--- src/rtl/keypad_pkg.sv ---
// Shared constants and command encoding for the keypad input conditioner.
package keypad_pkg;

  localparam int unsigned SWITCH_COUNT_DEFAULT = 10;
  localparam int unsigned DIGIT_WIDTH          = $clog2(SWITCH_COUNT_DEFAULT);
  localparam int unsigned DEBOUNCE_WIDTH       = 8;

  // Winner of same-edge press arbitration
  typedef enum logic [1:0] {
    CMD_NONE,
    CMD_ADD,
    CMD_OK,
    CMD_CANCEL
  } cmd_e;

endpackage

--- src/rtl/button_debouncer.sv ---
// Synchronizes one raw active-low button, debounces it and emits a one-cycle
// registered press strobe on each debounced 1->0 transition.
module button_debouncer
  import keypad_pkg::*;
#(
  parameter int unsigned DEBOUNCE_CYCLES = 2
) (
  input  logic clock,
  input  logic reset,
  input  logic button,
  output logic press
);

  localparam logic [DEBOUNCE_WIDTH-1:0] CountLast = DEBOUNCE_WIDTH'(DEBOUNCE_CYCLES - 1);

  logic [1:0]                sync_q;
  logic                      level_q, level_d;
  logic [DEBOUNCE_WIDTH-1:0] cnt_q, cnt_d;
  logic                      press_q, press_d;

  // Counter runs while the synchronized sample disagrees with the debounced level
  always_comb begin
    level_d = level_q;
    cnt_d   = '0;
    press_d = 1'b0;
    if (sync_q[1] != level_q) begin
      if (cnt_q == CountLast) begin
        level_d = ~level_q;
        // Only the falling edge of the debounced level is a press
        press_d = level_q;
      end else begin
        cnt_d = cnt_q + 1'b1;
      end
    end
  end

  // Synchronizer, debounce state and press register; released is the reset state
  always_ff @(posedge clock or negedge reset) begin
    if (!reset) begin
      sync_q  <= 2'b11;
      level_q <= 1'b1;
      cnt_q   <= '0;
      press_q <= 1'b0;
    end else begin
      sync_q  <= {sync_q[0], button};
      level_q <= level_d;
      cnt_q   <= cnt_d;
      press_q <= press_d;
    end
  end

  assign press = press_q;

endmodule

--- src/rtl/keypad_input_conditioner.sv ---
// Turns raw digit switches and three active-low buttons into clean, mutually
// exclusive one-cycle commands for the dispenser.
module keypad_input_conditioner
  import keypad_pkg::*;
#(
  parameter int unsigned SWITCH_COUNT    = SWITCH_COUNT_DEFAULT,
  parameter int unsigned DEBOUNCE_CYCLES = 2
) (
  input  logic                            clock,
  input  logic                            reset,
  input  logic [SWITCH_COUNT-1:0]         switches,
  input  logic                            button_add,
  input  logic                            button_ok,
  input  logic                            button_cancel,
  output logic                            add_pulse,
  output logic                            ok_pulse,
  output logic                            cancel_pulse,
  output logic [$clog2(SWITCH_COUNT)-1:0] digit
);

  localparam int unsigned DIGIT_BITS = $clog2(SWITCH_COUNT);

  logic [SWITCH_COUNT-1:0] sw_meta_q, sw_sync_q;
  logic                    press_add, press_ok, press_cancel;
  logic [DIGIT_BITS-1:0]   lowest;
  cmd_e                    cmd;

  button_debouncer #(.DEBOUNCE_CYCLES(DEBOUNCE_CYCLES)) u_add (
    .clock  (clock),
    .reset  (reset),
    .button (button_add),
    .press  (press_add)
  );

  button_debouncer #(.DEBOUNCE_CYCLES(DEBOUNCE_CYCLES)) u_ok (
    .clock  (clock),
    .reset  (reset),
    .button (button_ok),
    .press  (press_ok)
  );

  button_debouncer #(.DEBOUNCE_CYCLES(DEBOUNCE_CYCLES)) u_cancel (
    .clock  (clock),
    .reset  (reset),
    .button (button_cancel),
    .press  (press_cancel)
  );

  // Two-flop synchronizer for the digit switches (no debounce)
  always_ff @(posedge clock or negedge reset) begin
    if (!reset) begin
      sw_meta_q <= '0;
      sw_sync_q <= '0;
    end else begin
      sw_meta_q <= switches;
      sw_sync_q <= sw_meta_q;
    end
  end

  // Lowest-set priority encoder: scan downward so the lowest index wins
  always_comb begin
    lowest = '0;
    for (int i = int'(SWITCH_COUNT) - 1; i >= 0; i--) begin
      if (sw_sync_q[i]) lowest = DIGIT_BITS'(i);
    end
  end

  // Arbitration cancel > ok > add; an add with no switch set is dropped
  always_comb begin
    cmd = CMD_NONE;
    if (press_cancel)                  cmd = CMD_CANCEL;
    else if (press_ok)                 cmd = CMD_OK;
    else if (press_add && |sw_sync_q)  cmd = CMD_ADD;
  end

  // Registered command pulses; digit only loads with an issued add
  always_ff @(posedge clock or negedge reset) begin
    if (!reset) begin
      add_pulse    <= 1'b0;
      ok_pulse     <= 1'b0;
      cancel_pulse <= 1'b0;
      digit        <= '0;
    end else begin
      add_pulse    <= (cmd == CMD_ADD);
      ok_pulse     <= (cmd == CMD_OK);
      cancel_pulse <= (cmd == CMD_CANCEL);
      if (cmd == CMD_ADD) digit <= lowest;
    end
  end

endmodule

--- config.mk ---
export PLATFORM = sky130hd
export DESIGN_NAME = keypad_input_conditioner
export DESIGN_NICKNAME = d
export VERILOG_FILES = /design/src/rtl/keypad_pkg.sv /design/src/rtl/button_debouncer.sv /design/src/rtl/keypad_input_conditioner.sv
export SDC_FILE = /design/constraint.sdc
export NUM_CORES = 1
export LEC_CHECK = 0
export CAP_MARGIN = 20
export CORE_MARGIN = 8
export CORE_UTILIZATION = 35
export DETAILED_ROUTE_END_ITERATION = 8
export SYNTH_ARGS = -nofsm -noshare
export SYNTH_HDL_FRONTEND = slang
export SYNTH_SLANG_ARGS = --single-unit
export TNS_END_PERCENT = 5
--- constraint.sdc ---
create_clock -name clock -period 2.2 [get_ports clock]
set_clock_uncertainty 0.05 [all_clocks]
set_input_delay 0.55 -clock clock [delete_from_list [all_inputs] [get_ports clock]]
set_output_delay 0.55 -clock clock [all_outputs]
set_load 0.01 [all_outputs]
==> metrics.md, run 1 <==
| Metric | Value |
|---|---|
| FFs w/ async S/R, synth | `100%` |
| Rows | `30` |
| Synth unique cells | `30` |
| VDD IR-drop max | `0.000534 V` |
| Number of flops mapped to enable cells by yosys | `0` |
| Fmax | `553 MHz` |
| All-layer global routing usage | `8.59%` |
| Flops & latches, synth | `63` |
| Max clock buf depth | `2` |
| Critical path buffers and inverters | `1` |
| Req. time, crit path | `1.60 ns` |
| Layout cells sized above 1 | `15.5%` |
| Avg Vias per Cell | `4.45` |
| CTS buffer count | `9` |
| WL final | `between 3000 and 4000 um` |
| Commonest non-fill, non-tap cells in the layout | `dfrtp_1, nor2_1, clkdlybuf4s50_1` |
| Chip width | `98.6 um` |
| Post-route DRC violation count | `0` |
| CP arrival | `1.21 ns` |
| Top-level I/O count | `22` |
| Total die area | `9720 um^2` |
| Mapped Cells | `roughly 180` |
| Post-Syn Area | `2390 um^2` |
| Worst min-delay path category | `in2async` |
| Core area | `6680 um^2` |
| Final worst path period share | `82.2%` |
| Final Hold Fails | `0` |
| Worst-Margin Slew | `0.337 ns` |
| DR vias | `1,334` |
| TritonCTS sink count | `63` |
| Initial antenna violation count | `0` |
| Gr ovfl total | `0` |
| Max Cap Viol | `0` |
| Avg Cell Area, Syn | `around 13 um^2` |
| HPWL after DPL | `roughly 2400 um` |
| Initial core utilization | `35.7%` |
| Syn nets | `204` |
| Wirelength per Cell | `11.9 um` |
| First-pass GRT wire length | `6470 um` |
| Setup bufs post-CTS | `0` |
| Fin. max-slew vios | `0` |
| Largest net degree at the start of global routing | `between 60 and 70` |
| Crit path capture type | `output pin` |
| Sequential cell area fraction in the yosys report | `66.5%` |
| Setup TNS | `0 ns` |
| RSZ-0062 raised after global routing | `false` |
| Tmin final | `~1.8 ns` |
| TritonRoute pass-1 iters | `4` |
| Leak | `0.00128 uW` |
| Synth top area cells | `dfrtp_1, dfstp_2, xor2_1` |
| Crit path kind | `reg2out` |
| Synth warn | `0` |
| Top Family by Delay on Critical Path | `buffers and inverters` |
| Startpoint Class | `flip-flop` |
| Worst Path Max Fanout | `2` |
| Layout area overhead | `21.4%` |
| Max stage delay on crit path | `0.54 ns` |
| Slowest cell on crit path | `clkdlybuf4s50_1` |
| Non-Filler Instances | `300` |
| CP Cell Sequence | `clkdlybuf4s50_1` |
| Final #Nets | `236` |
| Most common cell after layout, fill and taps aside | `dfrtp_1` |
| Die H | `98.6 um` |
| GP Congestion | `approximately 0.74` |
| Fillers | `approximately 640` |
| Setup violators final | `0` |
| Worst slew margin | `between 70% and 80%` |
| Resized Gates After CTS | `0` |
| Clock root buffer | `clkbuf_8` |
| H-tree levels | `3` |
| Cells after DPL | `284` |
| Number of global-route vias before repair | `1,420` |
| Routed Antenna Nets | `0` |
| Latest clock arrival within the worst-skew pair | `0.33 ns` |
| Cell Pwr Density | `roughly 1000 nW/um^2` |
| DRT iter0 DRCs | `43` |
| Status | `complete, no violations` |
| Port buffer count | `21` |
| Area leader, netlist | `dfrtp_1` |
| Clock transition at path regs | `0.07 ns` |
| Top_reg_cell synth | `dfrtp_1` |
| Post-cts hold buffer count | `0` |
| CTS tree | `built` |
| Antenna Cells | `0` |
| Synth top area share | `56.6%` |
## logic make-up after synthesis
kind of cell	after synthesis	synth area share, %
xor gates and xnor gates	21	7.71
DFF	63	66.5
and+or+nand+nor	72	16.3
AOI/OAI and AO/OA	9	3.04
muxes	4	2.04
adders and majority gates	6	3.15
buffers and inverters	8	1.26
## layer usage
metal,track usage (%),wire (um),vias up
met2,13.5,1720,23
met1,9.29,1610,633
met4,3.54,44,0
met5,0,0,-
li1,-,-,674
met3,4.93,204,4
## metrics by stage
| step | setup WS [ns] | utilization, % | cell area [um^2] | hold slack (ns) | total power, uW |
|---|---|---|---|---|---|
| 4_1_cts | 0.350 | 43.4 | 2900 | 0.167 | 3030 |
| 2_1_floorplan | 0.751 | - | 2390 | 0.204 | 1820 |
| 5_1_grt | 0.319 | 43.4 | 2900 | 0.183 | 3170 |
| 3_5_place_dp | 0.685 | 40.5 | 2710 | 0.286 | 2060 |
| 6_report | 0.392 | 43.4 | 2900 | 0.151 | 2960 |
| 3_3_place_gp | 0.715 | 40.5 | 2710 | 0.283 | 2050 |
## cells in the mapped netlist (2+ instances only)
library cell and number:
a21oi_1 2, inv_1 7, nor2_1 30, dfrtp_1 54
nor3b_1 3, nand4_1 3, mux2_2 3, xnor2_1 6
xor2_1 15, ha_1 6, and3_1 6, nor3_1 3
nor4b_1 3, and2_1 3, nand2_1 10, nor4_4 2
nand3_1 5, o21ai_0 2, dfstp_2 9
## power breakdown
part / internal, uW / switching [uW] / leakage [uW]
registers: 1350 / 118 / 0.000792
clock network: 519 / 428 / 0.0000960
logic: 274 / 280 / 0.000395
total: 2140 / 826 / 0.00128
## registers in the layout, summed over array words and instances, names as in the netlist, 2 cells and up
name / flops
sw_meta_q: 10
u_ok.cnt_q: 8
digit: 4
u_add.cnt_q: 8
u_cancel.sync_q: 2
u_ok.sync_q: 2
u_add.sync_q: 2
u_cancel.cnt_q: 8
sw_sync_q: 10
## layout make-up
type / instances / area [um^2] / share of cell area [%]
clock buffer: 10 / 128 / 4.41
clock inverter: 6 / 61.3 / 2.12
inverter: 7 / 26.3 / 0.907
multi-input combinational: 112 / 768 / 26.5
sequential: 63 / 1590 / 54.8
tap: 80 / 100 / 3.46
timing repair buffer: 22 / 225 / 7.78
## path summary, 6_finish.rpt
| check | start | to | slack, ns | cells after the start |
|---|---|---|---|---|
| worst min register to register | sw_meta_q[8]$_DFF_PN0_ | sw_sync_q[8]$_DFF_PN0_ | 0.30 | 0 |
| min in group clock | sw_meta_q[8]$_DFF_PN0_ | sw_sync_q[8]$_DFF_PN0_ | 0.30 | 0 |
| max in group asynchronous | reset | u_add.level_q$_DFFE_PN1P_ | 1.61 | 2 |
| worst max-delay path | digit[1]$_DFFE_PN0N_ | digit[1] | 0.39 | 1 |
| worst max register to register | u_cancel.press$_DFF_PN0_ | digit[1]$_DFFE_PN0N_ | 0.69 | 3 |
| worst min-delay path | reset | digit[0]$_DFFE_PN0N_ | 0.15 | 2 |
No activity file was read; power rests on OpenSTA's default activity.
==> run 2, diff against run 1 <==
clock period = 1.8 ns   (was 2.2 ns; I/O delays follow)
==> run 2 against run 1 <==
Against the previous run: core utilization up 0.094 points; first-iteration DRC count rose by 33%; final cell count stayed put; design area increased by 0.22%; critical endpoint is now digit[2]; largest cell class unchanged.
==> metrics.md, run 2 (synthesis gave the netlist of run 1 again) <==
| Metric | Value |
|---|---|
| Status | `complete, no violations` |
| Chip width | `~99 um` |
| Max stage delay on crit path | `0.54 ns` |
| Initial core utilization | `35.7%` |
| Antenna Cells | `0` |
| Max clock buf depth | `2` |
| Worst Path Max Fanout | `2` |
| CP Cell Sequence | `clkdlybuf4s50_1` |
| RSZ-0062 raised after global routing | `false` |
| DR vias | `roughly 1,400` |
| WL final | `3600 um` |
| Wirelength per Cell | `between 10 and 15 um` |
| Storage element area | `1590 um^2` |
| Req. time, crit path | `1.30 ns` |
| Non-Filler Instances | `300` |
| CTS buffer count | `9` |
| Largest net degree at the start of global routing | `64` |
| Final worst path period share | `94.8%` |
| Port buffer count | `21` |
| Gr ovfl total | `0` |
| Post-route DRC violation count | `0` |
| Crit path capture type | `output pin` |
| Combined area of the multi-input logic cells | `768 um^2` |
| Worst slew margin | `77.5%` |
| Cells after DPL | `284` |
| R2R cell count | `3` |
| Final Hold Fails | `0` |
| Clock root buffer | `clkbuf_8` |
| R2r setup slk | `0.28 ns` |
| Setup TNS | `0 ns` |
| Fmax | `586 MHz` |
| DRT iter0 DRCs | `57` |
| Layout area overhead | `21.7%` |
| Clock transition at path regs | `0.06 ns` |
| Rows | `30` |
| Setup violators final | `0` |
| CTS tree | `built` |
| Leak | `0.00131 uW` |
| Top Family by Delay on Critical Path | `buffers and inverters` |
| Fin. max-slew vios | `0` |
| GP Congestion | `0.720` |
| Critical path buffers and inverters | `1` |
| All-layer global routing usage | `under 10%` |
| CP arrival | `1.21 ns` |
| Fillers | `636` |
| Worst r2r src | `u_cancel.press$_DFF_PN0_` |
| Cell Pwr Density | `1250 nW/um^2` |
| Commonest non-fill, non-tap cells in the layout | `dfrtp_1, nor2_1, clkdlybuf4s50_1` |
| HPWL after DPL | `between 2000 and 2500 um` |
| Die H | `98.6 um` |
| Total die area | `9720 um^2` |
| Avg Vias per Cell | `between 4 and 5` |
| Pwr Total | `approximately 3600 uW` |
| Capturing point of the worst reg2reg path | `digit[1]$_DFFE_PN0N_` |
| Startpoint Class | `flip-flop` |
| CP startpoint | `digit[2]$_DFFE_PN0N_` |
| Biggest regs | `sw_meta_q (10), sw_sync_q (10)` |
| H-tree levels | `3` |
| Slowest cell on crit path | `clkdlybuf4s50_1` |
| Setup bufs post-CTS | `0` |
| Core area | `6680 um^2` |
| Layout Utilization | `43.4%` |
| Worst-Margin Slew | `0.335 ns` |
| Layout cells sized above 1 | `~15%` |
| Most common cell after layout, fill and taps aside | `dfrtp_1` |
| Tmin final | `1.71 ns` |
| Top-level I/O count | `22` |
| VDD IR-drop max | `approximately 0.00040 V` |
| Initial antenna violation count | `0` |
| Number of global-route vias before repair | `1,396` |
| Crit path kind | `reg2out` |
| TritonRoute pass-1 iters | `4` |
| Latest clock arrival within the worst-skew pair | `0.33 ns` |
| Worst min-delay path category | `in2async` |
| Max Cap Viol | `0` |
| TritonCTS sink count | `63` |
| First-pass GRT wire length | `roughly 6600 um` |
| Final #Nets | `approximately 240` |
| Routed Antenna Nets | `0` |
[run 2: cell count changes in the layout (fill, tap and decap cells not counted), sizes merged]
cell,previous run,this run
clkbuf,10,12
clkdlybuf4s50,20,18
dlymetal6s2s,0,2
clkinv,4,3
clkinvlp,1,0
[run 2: worst max path at each step]
stage          cells after the start              endpoint  slack (ns)
3_5_place_dp                       3  digit[1]$_DFFE_PN0N_        0.28
4_1_cts                            1              digit[1]        0.03
6_report                           1              digit[2]        0.09
2_1_floorplan                      3  digit[1]$_DFFE_PN0N_        0.35
5_1_grt                            1              digit[2]        0.01
3_3_place_gp                       3  digit[1]$_DFFE_PN0N_        0.33
[run 2: final cells by class]
type	instances	area share (%)
clock buffer	12	5.00
multi-input combinational	112	26.5
tap	80	3.45
inverter	7	0.905
timing repair buffer	22	7.93
sequential	63	54.7
clock inverter	4	1.55
[run 2: routing by layer]
| metal | part of all wire [%] | global-route usage [%] | routed length (um) | up-vias |
|---|---|---|---|---|
| li1 | - | - | - | 669 |
| met1 | 45 | 9.64 | 1610 | 665 |
| met2 | 47 | 12.9 | 1680 | 25 |
| met3 | 6.4 | 5.50 | 230 | 7 |
| met4 | 2.2 | 4.96 | 79 | 0 |
| met5 | 0 | 0 | 0 | - |
[run 2: worst reg2reg max path: cells and delay by family (launching register included)]
kind               cells  cell delay (ns)
and+or+nand+nor        1             0.41
AOI/OAI and AO/OA      1             0.23
muxes                  1             0.32
DFF                    1             0.39
[run 2: where the power goes]
part	switching [uW]	internal [uW]
logic	342	330
clock network	504	671
registers	148	1650
[run 2: through the flow]
stage | setup WS (ns) | instance area [um^2] | hold WS, ns
global route | 0.0111 | 2900 | 0.0820
finish | 0.0939 | 2900 | 0.0756
global placement | 0.326 | 2710 | 0.283
detailed placement | 0.284 | 2710 | 0.285
floorplan | 0.351 | 2390 | 0.104
CTS | 0.0272 | 2900 | 0.0657
[run 2: repair_timing]
item                                    4_1_cts  5_1_grt
endpoints found under the setup margin        0        2
gates resized for setup                       0        2
hold buffers                                  0        0
